[src/rtl/mem_access_unit.sv]
// mem_access_unit
//   MEM-stage initiator that converts EX/MEM load/store control into a single
//   transaction on the data-memory bus (valid/ready request channel, one-cycle
//   valid response channel).
//   - Stalls the pipeline while a legal access is in flight.
//   - Returns aligned, sign/zero-extended load data as mem_data_mem.
//   - Pulses mem_fault for misaligned or illegal accesses, and for timeouts.
//
// Ports
//   clk, reset                 clock, asynchronous active-high reset
//   mem_read_mem/mem_write_mem load / store present in MEM stage
//   funct3_mem                 RV32I load/store width and sign code
//   addr_mem, store_data_mem   effective address, rs2 store value
//   mem_data_mem               registered, extended load result
//   stall_mem                  freeze IF..MEM and MEM/WB enable
//   mem_fault                  one-cycle fault pulse
//   bus_req_*                  request channel (word address, lane-replicated data)
//   bus_rsp_valid/rdata        response / write acknowledge channel
module mem_access_unit #(
  parameter int TIMEOUT_CYCLES = 255
) (
  input  logic        clk,
  input  logic        reset,
  input  logic        mem_read_mem,
  input  logic        mem_write_mem,
  input  logic [2:0]  funct3_mem,
  input  logic [31:0] addr_mem,
  input  logic [31:0] store_data_mem,
  output logic [31:0] mem_data_mem,
  output logic        stall_mem,
  output logic        mem_fault,
  output logic        bus_req_valid,
  input  logic        bus_req_ready,
  output logic        bus_req_we,
  output logic [31:0] bus_req_addr,
  output logic [31:0] bus_req_wdata,
  output logic [3:0]  bus_req_be,
  input  logic        bus_rsp_valid,
  input  logic [31:0] bus_rsp_rdata
);

  typedef enum logic [1:0] {S_IDLE, S_REQ, S_WAIT, S_DONE} state_t;

  // Last counter value that is still allowed in REQ/WAIT: the access spends
  // exactly TIMEOUT_CYCLES cycles there before being forced to DONE.
  localparam logic [7:0] TO_LAST = 8'(TIMEOUT_CYCLES - 1);

  state_t      state_q, state_d;
  logic [7:0]  cnt_q, cnt_d;
  logic        we_q, we_d;
  logic [31:0] addr_q, addr_d;
  logic [31:0] wdata_q, wdata_d;
  logic [3:0]  be_q, be_d;
  logic [2:0]  f3_q, f3_d;
  logic [1:0]  lane_q, lane_d;
  logic [31:0] data_q, data_d;
  logic        fault_q, fault_d;

  logic acc, ld_f3_ok, st_f3_ok, illegal, misaligned, legal, fault_now, timeout_hit;

  function automatic logic [31:0] load_extract(input logic [2:0]  f3,
                                               input logic [1:0]  lane,
                                               input logic [31:0] w);
    logic [7:0]  b;
    logic [15:0] h;
    case (lane)
      2'd0:    b = w[7:0];
      2'd1:    b = w[15:8];
      2'd2:    b = w[23:16];
      default: b = w[31:24];
    endcase
    h = lane[1] ? w[31:16] : w[15:0];
    case (f3)
      3'b000:  return {{24{b[7]}}, b};
      3'b001:  return {{16{h[15]}}, h};
      3'b100:  return {24'b0, b};
      3'b101:  return {16'b0, h};
      default: return w;
    endcase
  endfunction

  function automatic logic [31:0] store_wdata(input logic [2:0] f3, input logic [31:0] d);
    case (f3[1:0])
      2'b00:   return {4{d[7:0]}};
      2'b01:   return {2{d[15:0]}};
      default: return d;
    endcase
  endfunction

  function automatic logic [3:0] store_be(input logic [2:0] f3, input logic [1:0] lane);
    case (f3[1:0])
      2'b00:   return 4'b0001 << lane;
      2'b01:   return lane[1] ? 4'b1100 : 4'b0011;
      default: return 4'b1111;
    endcase
  endfunction

  assign acc        = mem_read_mem ^ mem_write_mem;
  assign ld_f3_ok   = funct3_mem inside {3'b000, 3'b001, 3'b010, 3'b100, 3'b101};
  assign st_f3_ok   = funct3_mem inside {3'b000, 3'b001, 3'b010};
  assign illegal    = (mem_read_mem & mem_write_mem)
                    | (mem_read_mem & ~mem_write_mem & ~ld_f3_ok)
                    | (mem_write_mem & ~mem_read_mem & ~st_f3_ok);
  assign misaligned = ((funct3_mem[1:0] == 2'b01) & addr_mem[0])
                    | ((funct3_mem[1:0] == 2'b10) & (addr_mem[1:0] != 2'b00));
  assign legal      = acc & ~illegal & ~misaligned;
  // Read+write together is not an access (acc=0) but still has to fault.
  assign fault_now  = (mem_read_mem | mem_write_mem) & ~legal;
  assign timeout_hit = (cnt_q == TO_LAST);

  always_comb begin
    state_d = state_q;
    cnt_d   = cnt_q;
    we_d    = we_q;
    addr_d  = addr_q;
    wdata_d = wdata_q;
    be_d    = be_q;
    f3_d    = f3_q;
    lane_d  = lane_q;
    data_d  = data_q;
    fault_d = 1'b0;
    case (state_q)
      S_IDLE: begin
        cnt_d = 8'd0;
        if (legal) begin
          state_d = S_REQ;
          we_d    = mem_write_mem;
          addr_d  = {addr_mem[31:2], 2'b00};
          wdata_d = mem_write_mem ? store_wdata(funct3_mem, store_data_mem) : 32'd0;
          be_d    = mem_write_mem ? store_be(funct3_mem, addr_mem[1:0]) : 4'b1111;
          f3_d    = funct3_mem;
          lane_d  = addr_mem[1:0];
        end else if (fault_now) begin
          fault_d = 1'b1;
          data_d  = 32'd0;
        end
      end
      S_REQ: begin
        cnt_d = cnt_q + 8'd1;
        // Timeout takes priority so the REQ/WAIT dwell never exceeds the limit.
        if (timeout_hit) begin
          state_d = S_DONE;
          fault_d = 1'b1;
          data_d  = 32'd0;
        end else if (bus_req_ready) begin
          state_d = S_WAIT;
        end
      end
      S_WAIT: begin
        cnt_d = cnt_q + 8'd1;
        // A response arriving on the last allowed cycle still completes normally.
        if (bus_rsp_valid) begin
          state_d = S_DONE;
          if (!we_q) data_d = load_extract(f3_q, lane_q, bus_rsp_rdata);
        end else if (timeout_hit) begin
          state_d = S_DONE;
          fault_d = 1'b1;
          data_d  = 32'd0;
        end
      end
      S_DONE: begin
        cnt_d   = 8'd0;
        state_d = S_IDLE;
      end
      default: state_d = S_IDLE;
    endcase
  end

  always_ff @(posedge clk or posedge reset) begin
    if (reset) begin
      state_q <= S_IDLE;
      cnt_q   <= 8'd0;
      we_q    <= 1'b0;
      addr_q  <= 32'd0;
      wdata_q <= 32'd0;
      be_q    <= 4'd0;
      f3_q    <= 3'd0;
      lane_q  <= 2'd0;
      data_q  <= 32'd0;
      fault_q <= 1'b0;
    end else begin
      state_q <= state_d;
      cnt_q   <= cnt_d;
      we_q    <= we_d;
      addr_q  <= addr_d;
      wdata_q <= wdata_d;
      be_q    <= be_d;
      f3_q    <= f3_d;
      lane_q  <= lane_d;
      data_q  <= data_d;
      fault_q <= fault_d;
    end
  end

  assign bus_req_valid = (state_q == S_REQ);
  assign bus_req_we    = we_q;
  assign bus_req_addr  = addr_q;
  assign bus_req_wdata = wdata_q;
  assign bus_req_be    = be_q;
  assign mem_data_mem  = data_q;
  assign mem_fault     = fault_q;
  // Drops in DONE so MEM/WB captures the result on that cycle.
  assign stall_mem     = legal & (state_q != S_DONE);

endmodule
[config.mk]
export PLATFORM = sky130hd
export DESIGN_NAME = mem_access_unit
export DESIGN_NICKNAME = d
export VERILOG_FILES = /design/src/rtl/mem_access_unit.sv
export SDC_FILE = /design/constraint.sdc
export NUM_CORES = 1
export LEC_CHECK = 0
export ABC_AREA = 1
export BUFFER_PORTS_ARGS = -buffer_cell sky130_fd_sc_hd__buf_2
export CAP_MARGIN = 25
export CORE_MARGIN = 2
export CORE_UTILIZATION = 30
export CTS_CLUSTER_SIZE = 8
export DETAILED_ROUTE_END_ITERATION = 10
export PLACE_DENSITY_LB_ADDON = 0.1
export SLEW_MARGIN = 20
export SYNTH_ARGS = -nofsm -noshare
export SYNTH_HDL_FRONTEND = slang
export SYNTH_SLANG_ARGS = --single-unit
export TNS_END_PERCENT = 5
[constraint.sdc]
create_clock -name clk -period 8.3 [get_ports clk]
set_input_delay 0 -clock clk [delete_from_list [all_inputs] [get_ports clk]]
set_output_delay 0 -clock clk [all_outputs]
set_load 0.01 [all_outputs]
======== After elaboration in Yosys (flattened, before gate mapping) ========
Index checks and enable logic that the tools add are counted.
word-level totals
  register bits after elaboration ......... 115
  bits of input ports ..................... 105
  output and inout port bits .............. 104
cells by class
  shifts and indexed selects .............. 1
  reduce and logical (&&, ||, !) cells .... 14
  add/sub/neg operators ................... 1
  muxes and demuxes ....................... 26
  equal/unequal tests ..................... 22
  bitwise operators ....................... 23
operators with widths
  operator             number
  $mux 32              6
  $pmux 32 s4          1
  $pmux 32 s3          1
  $pmux 32 s2          1
  $pmux 8 s3           1
  $mux 16              1
  $pmux 8 s2           1
  $eq 3x3->1 const B   4
  $and 1x1->1          11
  $mux 2               5
  $add 8x1->8 const B  1
  $eq 2x2->1 const B   4
  $eq 8x8->1 const B   1
  $mux 4               2
  $ne 2x2->1 const B   4
  $pmux 2 s4           1
  $pmux 4 s2           1
  $not 1->1            7
  $eq 2x1->1 const B   3
  $eq 3x1->1 const B   2
  $logic_not 2->1      3
  $logic_not 3->1      2
  $ne 3x3->1 const B   2
  $reduce_bool 3->1    2
  13 further kinds     20

======== Logic depth before layout (Yosys ltp) ========
  word-level depth ........................ 14
  depth in mapped cells ................... 15
  gate-level depth less buffers ........... 13

======== Worst setup path after synthesis ========
No wires, ideal clock.
  kind .................................... input-to-reg
  start ................................... input mem_write_mem
  end ..................................... register data_q[0] (netlist: mem_data_mem[0])
  stages .................................. 15
  arrival time ............................ 1.432 ns
  slack ................................... 6.751 ns
  buffers on the path ..................... 2
  cell sequence ........................... clkbuf_1 > inv_1 > ha_1 > inv_1 > nor2_1 > nand2_1 > inv_2 > nand3_2 > nand2_1 > nand2_1 > nand2_4 > nor2_8 > buf_6 > nand2_1 > nand2_1
on the way
  longest elaborated chain between the ends .. 12
  elaborated cells on any way between the ends .. 18
ends and longest elaborated chain
  element                       line  source
  start: declaration            25    input logic mem_write_mem,
  $not 1->1                     102   | (mem_read_mem & ~mem_write_mem & ~ld_f3_ok)
  $and 1x1->1 (2 in a row)      102
  $or 1x1->1                    102
  $or 1x1->1                    103   | (mem_write_mem & ~mem_read_mem & ~st_f3_ok);
  $not 1->1                     106   assign legal = acc & ~illegal & ~misaligned;
  $and 1x1->1 (2 in a row)      106
  $not 1->1                     108   assign fault_now = (mem_read_mem | mem_write_mem) & ~legal;
  $and 1x1->1                   108
  $ne 2x2->1 (no line)          n/a
  $reduce_and 4->1 (no line) *  n/a
  end signal: assignment        190   data_q <= data_d;
  end: declaration              56    logic [31:0] data_q, data_d;
Mark *: on every way between the ends. The rest lies on a longest branch, timed or not.
A chain may end at the register's enable or synchronous reset.

======== Worst setup path in the final report ========
  start ................................... register state_q[0]
  end ..................................... register wdata_q[29] (netlist: bus_req_wdata[29])
on the way
  longest elaborated chain between the ends .. 2
ends and longest elaborated chain
  element                     line  source
  start: declaration          48    state_t state_q, state_d;
  start signal: assignment    182   state_q <= state_d;
  $logic_not 2->1             122   case (state_q)
  $reduce_and 2->1 (no line)  n/a
  end signal: assignment      186   wdata_q <= wdata_d;
  end: declaration            52    logic [31:0] wdata_q, wdata_d;
No other way between the ends.

==> implementation parameters <==
Parameter                              Value

Outcome
  Result of the run    completed

Layout
  Leading cell type in the layout, fill and taps excluded    sky130_fd_sc_hd__nand2_1
  Nets@finish    1204
  Ratio of cells with drive above 1 in the final layout    23.4%
  Leading cell types in the layout, fill and taps excluded    sky130_fd_sc_hd__nand2_1, sky130_fd_sc_hd__buf_2, sky130_fd_sc_hd__dfrtp_1
  Combined flip-flop and latch cell area    2880 um^2
  Count of fill cells added during filler insertion    2164
  Area used by multi-input combinational logic    2770 um^2
  Area Overhead vs Synth    41.9%

Power
  Static leakage    4.78 nW
  Power Density    329 nW/um^2
  Worst vdd rail ir drop    0.000160 V

Worst setup path
  Cells along the critical path    inv_1 > ha_1 > nand4_4 > buf_4 > nor2_1 > nand2_1 > o21ai_1 > dlygate4sd3_1
  Family with the most delay on the worst path    buffers and inverters
  Largest fanout on the critical path    79
  R2R Setup Slk    5.55 ns
  Launching element type of the critical path    flip-flop
  CP endpoint kind    flip-flop
  CP required    8.60 ns
  Delay of the slowest critical-path stage    0.63 ns
  Library cell contributing the largest single delay on the critical path    sky130_fd_sc_hd__buf_4
  Arrival time at the worst endpoint    3.05 ns
  Worst setup path category    reg -> reg
  Buf/Inv on CP    3

Timing
  Post-layout minimum cycle time    2.75 ns
  RSZ-0062 raised after global routing    no
  Setup total negative slack    0 ns
  Worst rel slew slack    42.7%
  Final hold violation count    0
  Least setup slack across all paths after layout    5.55 ns
  Final setup violating endpoints    0
  Number of slew-limit violations in the final report    0
  Tightest Pin Transition    0.859 ns
  Setup clock skew after layout    0.0110 ns
  Achievable clock frequency    364 MHz
  Period utilization    33.1%

CTS
  Clock tree from TritonCTS    done
  Worst-skew pair later-pin latency    0.43 ns
  Number of gates resized after cts    0
  Number of H-tree levels    4
  CTS sink cnt    115
  CTS root buffer    sky130_fd_sc_hd__clkbuf_16
  Number of buffers added by the clock tree synthesis step    17
  Clock-pin slew on the worst setup and hold paths    0.07 ns
  Max Root-Sink Buffers    2

Global route
  Initial antenna violation count    1
  First-pass GRT wire length    31800 um
  Pin count of the biggest net entering global routing    80
  Remaining global-route overflow    0
  Total routing resource utilization after global routing    18.7%
  Via count of the first global-routing pass    6087

Logic synthesis
  Number of warnings reported in the yosys synthesis log    0
  Mapped Area    6080 um^2
  Cell count after synthesis    827
  Average cell area after synthesis    7.35 um^2
  Synthesis-stage register bit count    115
  Count of distinct cell types in the synthesized netlist    32
  Sequential-to-total area share from yosys stat    47.3%

Die
  Row Count    52
  Die Ht    146 um
  Core Region    20000 um^2
  Area of the die    21400 um^2
  Io pins    209
  Initial Utilization    30.3%
  Die X-Extent    146 um

Detailed routing
  Drt pass-1 iters    5
  DR WL/cell    14.5 um
  Routed via count    6156
  Detailed-route wire length    19900 um
  Initial drt markers    324
  Antenna Violating Nets Remaining    0
  Detailed-route vias per instance    4.49
  Post-detailed-route DRC marker count    0

Run
  Max Cap Viol    0

Placed design
  Placement Setup Slack    5.53 ns
  Weighted congestion reported at the end of routability-driven placement    0.820
  Number of port buffers    206
  Final HPWL DP    13300 um

Hold path
  Classification of the worst-slack hold path    in -> reg
final cells by class:
cell class / count / share of cell area (%)
well taps: 270 / 3.92
multi-input cells: 618 / 32.0
repair buffers: 286 / 21.2
diodes: 1 / 0.0290
flip-flops and latches: 115 / 33.4
clock inverters: 14 / 2.20
inverters: 50 / 2.20
clock buffers: 18 / 5.09
synth_stat cells:
cell type / n / area share, %
sky130_fd_sc_hd__a21o_1: 1 / 0.12
sky130_fd_sc_hd__a21oi_1: 23 / 1.9
sky130_fd_sc_hd__a2bb2oi_1: 4 / 0.58
sky130_fd_sc_hd__a31oi_1: 5 / 0.51
sky130_fd_sc_hd__and3_1: 1 / 0.10
sky130_fd_sc_hd__buf_1: 2 / 0.12
sky130_fd_sc_hd__buf_2: 15 / 1.2
sky130_fd_sc_hd__buf_4: 4 / 0.49
sky130_fd_sc_hd__buf_6: 7 / 1.3
sky130_fd_sc_hd__clkbuf_1: 17 / 1.0
sky130_fd_sc_hd__conb_1: 1 / 0.062
sky130_fd_sc_hd__dfrtp_1: 115 / 47
sky130_fd_sc_hd__ha_1: 11 / 2.3
sky130_fd_sc_hd__inv_1: 46 / 2.8
sky130_fd_sc_hd__inv_2: 4 / 0.25
sky130_fd_sc_hd__nand2_1: 358 / 22
sky130_fd_sc_hd__nand2_2: 1 / 0.10
sky130_fd_sc_hd__nand2_4: 1 / 0.19
sky130_fd_sc_hd__nand3_1: 55 / 4.5
sky130_fd_sc_hd__nand3_2: 4 / 0.66
sky130_fd_sc_hd__nand3b_1: 1 / 0.12
sky130_fd_sc_hd__nand4_4: 1 / 0.35
sky130_fd_sc_hd__nor2_1: 66 / 4.1
sky130_fd_sc_hd__nor2_2: 1 / 0.10
sky130_fd_sc_hd__nor2_8: 1 / 0.33
sky130_fd_sc_hd__nor3_1: 4 / 0.33
sky130_fd_sc_hd__o211ai_1: 10 / 1.2
sky130_fd_sc_hd__o21ai_0: 45 / 3.7
sky130_fd_sc_hd__o21ai_1: 20 / 1.6
sky130_fd_sc_hd__o21bai_1: 1 / 0.12
sky130_fd_sc_hd__or2_2: 1 / 0.10
sky130_fd_sc_hd__xor2_1: 1 / 0.14
what timing repair did:
action / 4_1_cts / 5_1_grt
hold endpoints to repair: 109 / 0
setup buffers: 0 / 0
hold buffers: 76 / 0
per-layer routing:
layer	track usage, %	routed length (um)
met4	6.07	288
met3	5.50	1310
met2	28.7	8840
met1	25.5	9500
met5	0	0
tightest hold or removal path, stage by stage:
cell                      delay (ns)
sky130_fd_sc_hd__buf_2          0.07
sky130_fd_sc_hd__o21ai_0        0.15
sky130_fd_sc_hd__o21ai_1        0.18
power by group:
group	switching, mW	total (mW)	internal [mW]	leakage [nW]
registers	0.158	0.931	0.773	1.50
clock network	0.305	0.797	0.491	0.307
logic	0.717	1.11	0.398	2.98
metrics by stage:
| step | std cells | hold WS (ns) | util, % | power, mW | cell area (um^2) |
|---|---|---|---|---|---|
| finish | 1372 | 0.0203 | 43.1 | 2.84 | 8630 |
| global route | 1372 | 0.0394 | 43.1 | 3.05 | 8630 |
| CTS | 1371 | 0.000516 | 43.0 | 2.87 | 8620 |
| detailed placement | 1263 | 0.0780 | 36.1 | 2.03 | 7230 |
| global placement | 1263 | 0.0744 | 36.1 | 2.03 | 7230 |
| floorplan | 828 | 0.110 | - | 1.65 | 6080 |
kinds of logic (layout without fill, tap and decap cells):
| kind of cell | after synthesis | count (layout) | synth area share [%] |
|---|---|---|---|
| and+or+nand+nor | 495 | 495 | 33.1 |
| DFF | 115 | 115 | 47.3 |
| AOI/OAI and AO/OA | 109 | 109 | 9.82 |
| buffers and inverters | 95 | 368 | 7.29 |
| adders and majority gates | 11 | 11 | 2.26 |
| other | 1 | 3 | 0.0617 |
| xor gates and xnor gates | 1 | 1 | 0.144 |
flip-flops by register name (all words and copies together), names as in the netlist:
name,count
state_q,2
mem_data_mem,32
cnt_q,8
bus_req_wdata,32
f3_q,3
bus_req_addr,30
mem_fault,1
bus_req_be,4
bus_req_we,1
lane_q,2
path summary, 6_finish.rpt:
path | start | endpoint | cells after the start
hold / removal | store_data_mem[17] | bus_req_wdata[17] | 3
min in group asynchronous | reset | bus_req_addr[21] | 3
max in group asynchronous | reset | bus_req_be[2] | 4
setup / recovery | state_q[0] | bus_req_wdata[29] | 8
setup reg to reg | state_q[0] | bus_req_wdata[29] | 8
hold reg to reg | cnt_q[0] | cnt_q[0] | 1
Power figures use the tool's default switching activity.
